--- src/rtl/alu_pkg.sv ---
// Shared constants and types for the ALU sequential multiplier.
package alu_pkg;

    localparam int unsigned MULT_WIDTH = 32;

    typedef enum logic [1:0] {
        IDLE = 2'd0,
        RUN  = 2'd1,
        DONE = 2'd2
    } mult_state_t;

endpackage

--- src/rtl/mult_step.sv ---
// One shift-and-add iteration: conditional accumulate, then shift the operands.
module mult_step
    import alu_pkg::*;
#(
    parameter int unsigned WIDTH = MULT_WIDTH
) (
    input  logic [2*WIDTH-1:0] acc,
    input  logic [2*WIDTH-1:0] mcand,
    input  logic [WIDTH-1:0]   mplier,
    output logic [2*WIDTH-1:0] acc_next,
    output logic [2*WIDTH-1:0] mcand_next,
    output logic [WIDTH-1:0]   mplier_next
);

    // Add the multiplicand when the current multiplier LSB is set; the
    // 2*WIDTH accumulator can never overflow for WIDTH x WIDTH operands.
    always_comb begin
        acc_next    = acc;
        mcand_next  = mcand << 1;
        mplier_next = mplier >> 1;
        if (mplier[0]) begin
            acc_next = acc + mcand;
        end
    end

endmodule

--- src/rtl/alu_seq_mult.sv ---
// Iterative unsigned shift-and-add multiplier with valid/ready handshakes.
// Optional build macro: ALU_MULT_EARLY_TERM_EN (stop as soon as the
// remaining multiplier bits are all zero).
module alu_seq_mult
    import alu_pkg::*;
#(
    parameter int unsigned WIDTH = MULT_WIDTH
) (
    input  logic             clk,
    input  logic             rst_n,
    input  logic             in_valid,
    output logic             in_ready,
    input  logic [WIDTH-1:0] a,
    input  logic [WIDTH-1:0] b,
    output logic             out_valid,
    input  logic             out_ready,
    output logic [WIDTH-1:0] product_lo,
    output logic [WIDTH-1:0] product_hi,
    output logic             busy
);

    localparam int unsigned PW = 2 * WIDTH;
    localparam int unsigned CW = $clog2(WIDTH) + 1;

    mult_state_t    state;
    logic [PW-1:0]  acc;
    logic [PW-1:0]  mcand;
    logic [WIDTH-1:0] mplier;
    logic [CW-1:0]  count;
    logic [PW-1:0]  product;

    logic [PW-1:0]  acc_nx;
    logic [PW-1:0]  mcand_nx;
    logic [WIDTH-1:0] mplier_nx;
    logic           last_iter;

    mult_step #(.WIDTH(WIDTH)) u_step (
        .acc         (acc),
        .mcand       (mcand),
        .mplier      (mplier),
        .acc_next    (acc_nx),
        .mcand_next  (mcand_nx),
        .mplier_next (mplier_nx)
    );

    // Decide whether the current RUN iteration is the final one.
    always_comb begin
        last_iter = (count == CW'(WIDTH - 1));
`ifdef ALU_MULT_EARLY_TERM_EN
        if (mplier_nx == '0) begin
            last_iter = 1'b1;
        end
`endif
    end

    // Handshake status decoded from state; held off while reset is asserted.
    assign in_ready   = rst_n && (state == IDLE);
    assign busy       = (state == RUN) || (state == DONE);
    assign product_lo = product[WIDTH-1:0];
    assign product_hi = product[PW-1:WIDTH];

    // Control FSM, iteration datapath and result register.
    always_ff @(posedge clk) begin
        if (!rst_n) begin
            state     <= IDLE;
            out_valid <= 1'b0;
            product   <= '0;
            acc       <= '0;
            mcand     <= '0;
            mplier    <= '0;
            count     <= '0;
        end else begin
            case (state)
                IDLE: begin
                    if (in_valid) begin
                        mcand  <= PW'(a);
                        mplier <= b;
                        acc    <= '0;
                        count  <= '0;
                        state  <= RUN;
                    end
                end
                RUN: begin
                    acc    <= acc_nx;
                    mcand  <= mcand_nx;
                    mplier <= mplier_nx;
                    count  <= count + CW'(1);
                    if (last_iter) begin
                        product   <= acc_nx;
                        out_valid <= 1'b1;
                        state     <= DONE;
                    end
                end
                DONE: begin
                    if (out_ready) begin
                        out_valid <= 1'b0;
                        state     <= IDLE;
                    end
                end
                default: begin
                    out_valid <= 1'b0;
                    state     <= IDLE;
                end
            endcase
        end
    end

endmodule

--- config.mk ---
export PLATFORM = sky130hd
export DESIGN_NAME = alu_seq_mult
export DESIGN_NICKNAME = d
export VERILOG_FILES = /design/src/rtl/alu_pkg.sv /design/src/rtl/mult_step.sv /design/src/rtl/alu_seq_mult.sv
export SDC_FILE = /design/constraint.sdc
export NUM_CORES = 1
export LEC_CHECK = 0
export CORE_MARGIN = 1.5
export CORE_UTILIZATION = 58
export CTS_CLUSTER_SIZE = 16
export DETAILED_ROUTE_END_ITERATION = 6
export PLACE_DENSITY = 0.8
export SYNTH_ARGS = -nofsm -noshare
export SYNTH_HDL_FRONTEND = slang
export SYNTH_SLANG_ARGS = --single-unit
--- constraint.sdc ---
create_clock -name clk -period 3.9 [get_ports clk]
set_input_delay 0.39 -clock clk [delete_from_list [all_inputs] [get_ports clk]]
set_output_delay 0.39 -clock clk [all_outputs]
set_load 0.03 [all_outputs]
* Word-level counts from Yosys, hierarchy flattened
Index checks and enable logic that the tools add are counted.
Operators by class: equal/unequal tests 6, add/subtract/negate cells 2, bitwise operators 1, order comparisons 0, muxes and demuxes 16, div/mod/pow operators 0, multipliers 0, reduce and logical (&&, ||, !) cells 8, shifts and indexed selects 0
Operator list (count):
- $pmux 64 s2 | 2
- $mux 64 | 3
- $add 64x64->64 | 1
- $pmux 32 s2 | 1
- $mux 32 | 1
- $pmux 6 s2 | 1
- $add 6x1->6 const B | 1
- $eq 6x5->1 const B | 1
- $mux 2 | 3
- $mux 6 | 1
- $ne 2x2->1 const B | 3
- $pmux 2 s3 | 1
- $reduce_and 3->1 | 2
- $reduce_and 2->1 | 2
- $pmux 1 s3 | 1
- $eq 2x1->1 const B | 1
- $eq 2x2->1 const B | 1
- $logic_not 2->1 | 1
- $mux 1 | 2
- $reduce_bool 2->1 | 1
- $logic_and 1x1->1 | 1
- $logic_or 1x1->1 | 1
- $not 1->1 | 1
Storage, ports and cells: bits in writable memories 0, ROM bits 0, input bits 68, bits in latches 0, memories 0, flip-flop bits (word level) 233

* Depth between registers and ports, before layout
depth after elaboration 3, depth in mapped cells 15

* Cells and area by module
Synthesis repeated with hierarchy kept, for this count alone.
Unflattened totals: cell total of the unflattened synthesis 1711, area, all modules 14532.7 um2
By module, submodules not included:
- alu_seq_mult | seq. area each 4664.5 um2, area each 9156.3 um2, cells an instance 949, times used 1
- mult_step | seq. area each 0.0 um2, area each 5376.4 um2, cells an instance 762, times used 1

* Worst setup path after synthesis
Ideal clock, no wire load.
path kind register -> register, start reg acc[30], end reg acc[63], cell stages (with the launch flop) 14, arrival time 2.988 ns, data required time 3.783 ns, setup slack 0.795 ns, cells stage by stage dfxtp_1 ha_1 clkbuf_1 nand4_1 nor3_1 nand2_1 a2111oi_1 a2111oi_1 nor2_1 nor2_2 mux2i_1 a2111oi_2 a31oi_1 a22o_1
Between the ends: longest elaborated chain between the ends 3
RTL lines:
- from (decl) | RTL line alu_seq_mult.sv:26 | logic [PW-1:0] acc;
- from (signal assigned) | RTL line alu_seq_mult.sv:84 | acc <= acc_nx;
- $add 64x64->64 | RTL line mult_step.sv:22 | acc_next = acc + mcand;
- $mux 64 | RTL line mult_step.sv:21 | if (mplier[0]) begin
- $pmux 64 s2 | RTL line alu_seq_mult.sv:73 | case (state)
No other way between the ends. A chain may end at the register's enable or synchronous reset.

* Final worst setup path
start reg acc[8], end reg product[63]
Between the ends: longest elaborated chain between the ends 2
RTL lines:
- $add 64x64->64 | RTL line mult_step.sv:22
- $mux 64 | RTL line mult_step.sv:21
- to (signal assigned) | RTL line alu_seq_mult.sv:89 | product <= acc_nx;
- to (decl) | RTL line alu_seq_mult.sv:30 | logic [PW-1:0] product;
No other way between the ends.

==> impl_metrics.prom <==
# TYPE chip_impl_metric gauge
chip_impl_info{name="status",value="complete, but fails checks"} 1
chip_impl_info{name="violations_in_the_final_reports",value="DRC"} 1
chip_impl_metric{name="io_pins",unit=""} 135
chip_impl_metric{name="netSwitchingPower",unit="uW"} 1870
chip_impl_metric{name="clk_latency",unit="ns"} 0.54
chip_impl_metric{name="buffers_added_on_ports",unit=""} 134
chip_impl_metric{name="global_route.overflow_total",unit=""} 0
chip_impl_metric{name="fin_worst_skew",unit="ns"} 0.0138
chip_impl_info{name="tritoncts",value="built"} 1
chip_impl_metric{name="power_density",unit="nW/um^2"} 424
chip_impl_info{name="ys_dominant_reg_cell",value="sky130_fd_sc_hd__dfxtp_1"} 1
chip_impl_metric{name="ir_worst_vdd",unit="uV"} 383
chip_impl_metric{name="drc",unit=""} 7
chip_impl_info{name="synthTopCellsByArea",value="sky130_fd_sc_hd__dfxtp_1 36%, sky130_fd_sc_hd__nor2_1 7.3%, sky130_fd_sc_hd__mux2i_1 7.3%"} 1
chip_impl_metric{name="period_share",unit=""} 0.937
chip_impl_info{name="crit_slowest_cell",value="sky130_fd_sc_hd__a2111oi_1"} 1
chip_impl_metric{name="ys.warnings.count",unit=""} 0
chip_impl_metric{name="max_freq",unit="MHz"} 274
chip_impl_metric{name="ys_async_sr_fraction",unit=""} 0
chip_impl_metric{name="reg2reg_depth",unit=""} 13
chip_impl_info{name="crit-reg2reg-capture",value="product[63]$_SDFFE_PN0P_"} 1
chip_impl_metric{name="detail_route.wl_per_cell",unit="um"} 18.6
chip_impl_info{name="rsz_0062_raised_after_global_routing",value="no"} 1
chip_impl_metric{name="die_height",unit="um"} 153
chip_impl_metric{name="grt_max_degree",unit=""} 115
chip_impl_metric{name="comb_power_share",unit=""} 0.178
chip_impl_metric{name="post_synth.cell_area_avg",unit="um^2"} 8.19
chip_impl_metric{name="synthDistinctLibCells",unit=""} 76
chip_impl_metric{name="worstPathBufferInverterCount",unit=""} 0
chip_impl_metric{name="antennaDiodeCount",unit=""} 0
chip_impl_metric{name="route.final.wire_length",unit="um"} 36400
chip_impl_info{name="synth_most_common_cell",value="sky130_fd_sc_hd__nor2_1"} 1
chip_impl_metric{name="hpwl",unit="um"} 25500
chip_impl_metric{name="dpl_worst_slack",unit="ns"} 0.278
chip_impl_info{name="cts.root.buffer_cell",value="sky130_fd_sc_hd__clkbuf_16"} 1
chip_impl_metric{name="switching_share",unit=""} 0.285
chip_impl_metric{name="final_period_minus_worst_setup_slack",unit="ns"} 3.65
chip_impl_metric{name="num_vias",unit=""} 12000
chip_impl_metric{name="critical_path_stages",unit=""} 13
chip_impl_info{name="critical_path.reg2reg.startpoint",value="acc[8]$_SDFFE_PN0P_"} 1
chip_impl_metric{name="drtPass1Iterations",unit=""} 7
chip_impl_info{name="critical_path.startpoint",value="acc[8]$_SDFFE_PN0P_"} 1
chip_impl_metric{name="cts_max_level",unit=""} 1
chip_impl_metric{name="cellInternalPower",unit="uW"} 4690
chip_impl_metric{name="synth-seq-cells",unit=""} 233
chip_impl_metric{name="hold_viol",unit=""} 0
chip_impl_metric{name="first_global_vias",unit=""} 11500
chip_impl_metric{name="worst-path-max-fanout",unit=""} 6
chip_impl_metric{name="cap_viol_max_count",unit=""} 0
chip_impl_info{name="worstPathCellList",value="ha_1 > a21oi_1 > o21ai_1 > a221oi_1 > a2111oi_1 > a2111oi_1 > nor2_1 > nor2_2 > mux2i_1 > a2111oi_2 > nand2_1 > xor2_1 > a21oi_1"} 1
chip_impl_metric{name="mappedNetlistArea",unit="um^2"} 13100
chip_impl_info{name="crit_path_end_kind",value="flip-flop"} 1
chip_impl_metric{name="worst-endpoint-arrival",unit="ns"} 4.04
chip_impl_metric{name="die_w",unit="um"} 153
chip_impl_metric{name="std_cell_rows",unit=""} 54
chip_impl_metric{name="global_route.usage.total",unit=""} 0.304
chip_impl_info{name="worstHoldPathType",value="reg2reg"} 1
chip_impl_metric{name="worst-slew-pin-transition",unit="ns"} 0.972
chip_impl_metric{name="synthesis.nets",unit=""} 1730
chip_impl_metric{name="p_leak",unit="uW"} 0.00598
chip_impl_metric{name="drt-vias-per-instance",unit=""} 6.15
chip_impl_info{name="synth.largest_area_cell",value="sky130_fd_sc_hd__dfxtp_1"} 1
chip_impl_metric{name="synth-edff-count",unit=""} 0
chip_impl_metric{name="max_stage_delay",unit="ns"} 0.52
chip_impl_metric{name="synth.yosys.seq_area_share",unit=""} 0.357
chip_impl_info{name="crit_family",value="compound AO/OA/AOI/OAI gates"} 1
chip_impl_metric{name="floorplan.initialDensity",unit=""} 0.595
chip_impl_metric{name="cts_num_sinks",unit=""} 233
chip_impl_metric{name="post_cts.repair.setup_buffers",unit=""} 0
chip_impl_info{name="timing.setup.critical_path_class",value="reg2reg"} 1
chip_impl_metric{name="first_pass_grt_wire_length",unit="um"} 58700
chip_impl_metric{name="post-synth-top-area-fraction",unit=""} 0.357
chip_impl_metric{name="rrSetupSlack",unit="ns"} 0.25
chip_impl_metric{name="tns",unit="ns"} 0
chip_impl_metric{name="finalNetCount",unit=""} 1793
chip_impl_metric{name="maxSlewHeadroom",unit=""} 0.352
chip_impl_metric{name="layout-area-overhead-vs-synth",unit="%"} 18.6
chip_impl_metric{name="die_ar",unit="um^2"} 23400
chip_impl_metric{name="share_seq_of_total_power",unit=""} 0.401
chip_impl_metric{name="core_area",unit="um^2"} 22000
chip_impl_metric{name="largest_buffer_count_on_any_clock_path",unit=""} 3
chip_impl_metric{name="fin_worst_hold_slack",unit="ns"} 0.451
chip_impl_metric{name="synth_cells",unit=""} 1594
chip_impl_metric{name="pwr-share-clk",unit=""} 0.421
chip_impl_metric{name="fraction_of_final_layout_cells_sized_beyond_drive_strength_1",unit=""} 0.0579
chip_impl_info{name="crit_path_end",value="product[63]$_SDFFE_PN0P_"} 1
chip_impl_metric{name="timing.final.setup_violations",unit=""} 0
chip_impl_metric{name="detail_route.iter0.violations",unit=""} 779
chip_impl_metric{name="worstPathRequired",unit="ns"} 4.28
chip_impl_metric{name="antenna_violating_nets_post_route",unit=""} 0
chip_impl_metric{name="drv_slew",unit=""} 0
chip_impl_metric{name="routabilityCongestion",unit=""} 0.930
chip_impl_metric{name="antenna_found_initial",unit=""} 0
chip_impl_metric{name="cts_made_buffers",unit=""} 26
chip_impl_metric{name="cts.repair.resized",unit=""} 0
chip_impl_metric{name="hold_buffers",unit=""} 0
chip_impl_info{name="synth.top_cells.by_count",value="255 x sky130_fd_sc_hd__nor2_1, 233 x sky130_fd_sc_hd__dfxtp_1, 145 x sky130_fd_sc_hd__a21oi_1"} 1
chip_impl_info{name="setup.worst_path.start_class",value="flip-flop"} 1
chip_impl_metric{name="clkTransAtPathRegs",unit="ns"} 0.06
chip_impl_metric{name="worst_slack",unit="ns"} 0.245
-- worst min-delay path by stage --
stage                                       start                       to  slack (ns)  depth (start not counted)
final                     product[1]$_SDFFE_PN0P_  product[1]$_SDFFE_PN0P_        0.45                          2
after global routing      product[1]$_SDFFE_PN0P_  product[1]$_SDFFE_PN0P_        0.48                          2
after CTS                 product[1]$_SDFFE_PN0P_  product[1]$_SDFFE_PN0P_        0.45                          2
after detailed placement  product[1]$_SDFFE_PN0P_  product[1]$_SDFFE_PN0P_        0.45                          2
after global placement    product[1]$_SDFFE_PN0P_  product[1]$_SDFFE_PN0P_        0.44                          2
after floorplan              acc[58]$_SDFFE_PN0P_     acc[58]$_SDFFE_PN0P_        0.44                          2
-- layout make-up --
type                    instances  area (um^2)
well taps                     280          350
clock inverters                10          188
clock buffers                  37          793
multi-input cells            1213         7860
repair buffers                158         1530
flip-flops and latches        233         4670
inverters                      25         98.8
fillers                      1795         6470
-- power by group through the flow --
stage	Sequential (uW)	Combinational (uW)	Clock, uW
after floorplan	2630	844	0
after global placement	2680	1130	0
after detailed placement	2690	1150	0
after CTS	2630	1160	2790
after global routing	2650	1270	2880
final	2640	1170	2760
-- worst reg2reg max path: cells and delay by family (launching register included) --
family	cells	cell delay (ns)
adders and majority gates	1	0.37
xor gates and xnor gates	1	0.17
AOI/OAI and AO/OA	7	2.07
muxes	1	0.12
DFF	1	0.32
and+or+nand+nor	3	0.45
-- kinds of logic after synthesis --
| kind of cell | count (synthesis) | share of synthesized area |
|---|---|---|
| AO/OA/AOI/OAI | 519 | 0.261 |
| XOR/XNOR | 59 | 0.0396 |
| adder cells (fa/ha/maj) | 68 | 0.0657 |
| buffers and inverters | 148 | 0.0438 |
| flip-flops | 233 | 0.357 |
| multiplexers | 95 | 0.0728 |
| AND/OR/NAND/NOR | 472 | 0.160 |
-- metrics by stage --
step / total power [uW] / instance area [um^2] / cells / util
final: 6570 / 15500 / 1956 / 0.705
after global routing: 6800 / 15500 / 1956 / 0.705
after floorplan: 3470 / 13100 / 1594 / -
after detailed placement: 3830 / 14500 / 1909 / 0.661
after global placement: 3810 / 14500 / 1909 / 0.661
after CTS: 6580 / 15500 / 1956 / 0.705
-- sequential cells by signal, summed over array words and instances (netlist names) --
register,count
acc,64
mcand,64
product,64
mplier,32
count,6
state,2
out_valid,1
-- per-layer routing --
metal | share of wire | global-route usage | up-vias
met5 | 0 | 0 | -
met4 | 0.028 | 0.0990 | 0
met3 | 0.074 | 0.0522 | 73
met2 | 0.45 | 0.492 | 414
met1 | 0.45 | 0.411 | 5633
li1 | - | - | 5902
-- cell usage in the layout (no fill, tap or decap), drive strengths merged, types with 8 or more instances in the layout --
| cell type | count |
|---|---|
| a2111oi | 11 |
| dfxtp | 233 |
| a21o | 29 |
| clkdlybuf4s50 | 134 |
| clkbuf | 37 |
| xor2 | 21 |
| and3 | 14 |
| and2 | 11 |
| buf | 24 |
| nor2 | 257 |
| nor2b | 12 |
| nand2 | 83 |
| ha | 67 |
| nor3 | 24 |
| a211oi | 100 |
| xnor2 | 38 |
| nand3 | 21 |
| a21oi | 147 |
| mux2i | 95 |
| o21bai | 13 |
| inv | 27 |
| a22oi | 55 |
| nand4 | 21 |
| a31oi | 8 |
| o21ai | 99 |
| o21a | 10 |
No activity file was read; power rests on OpenSTA's default activity.
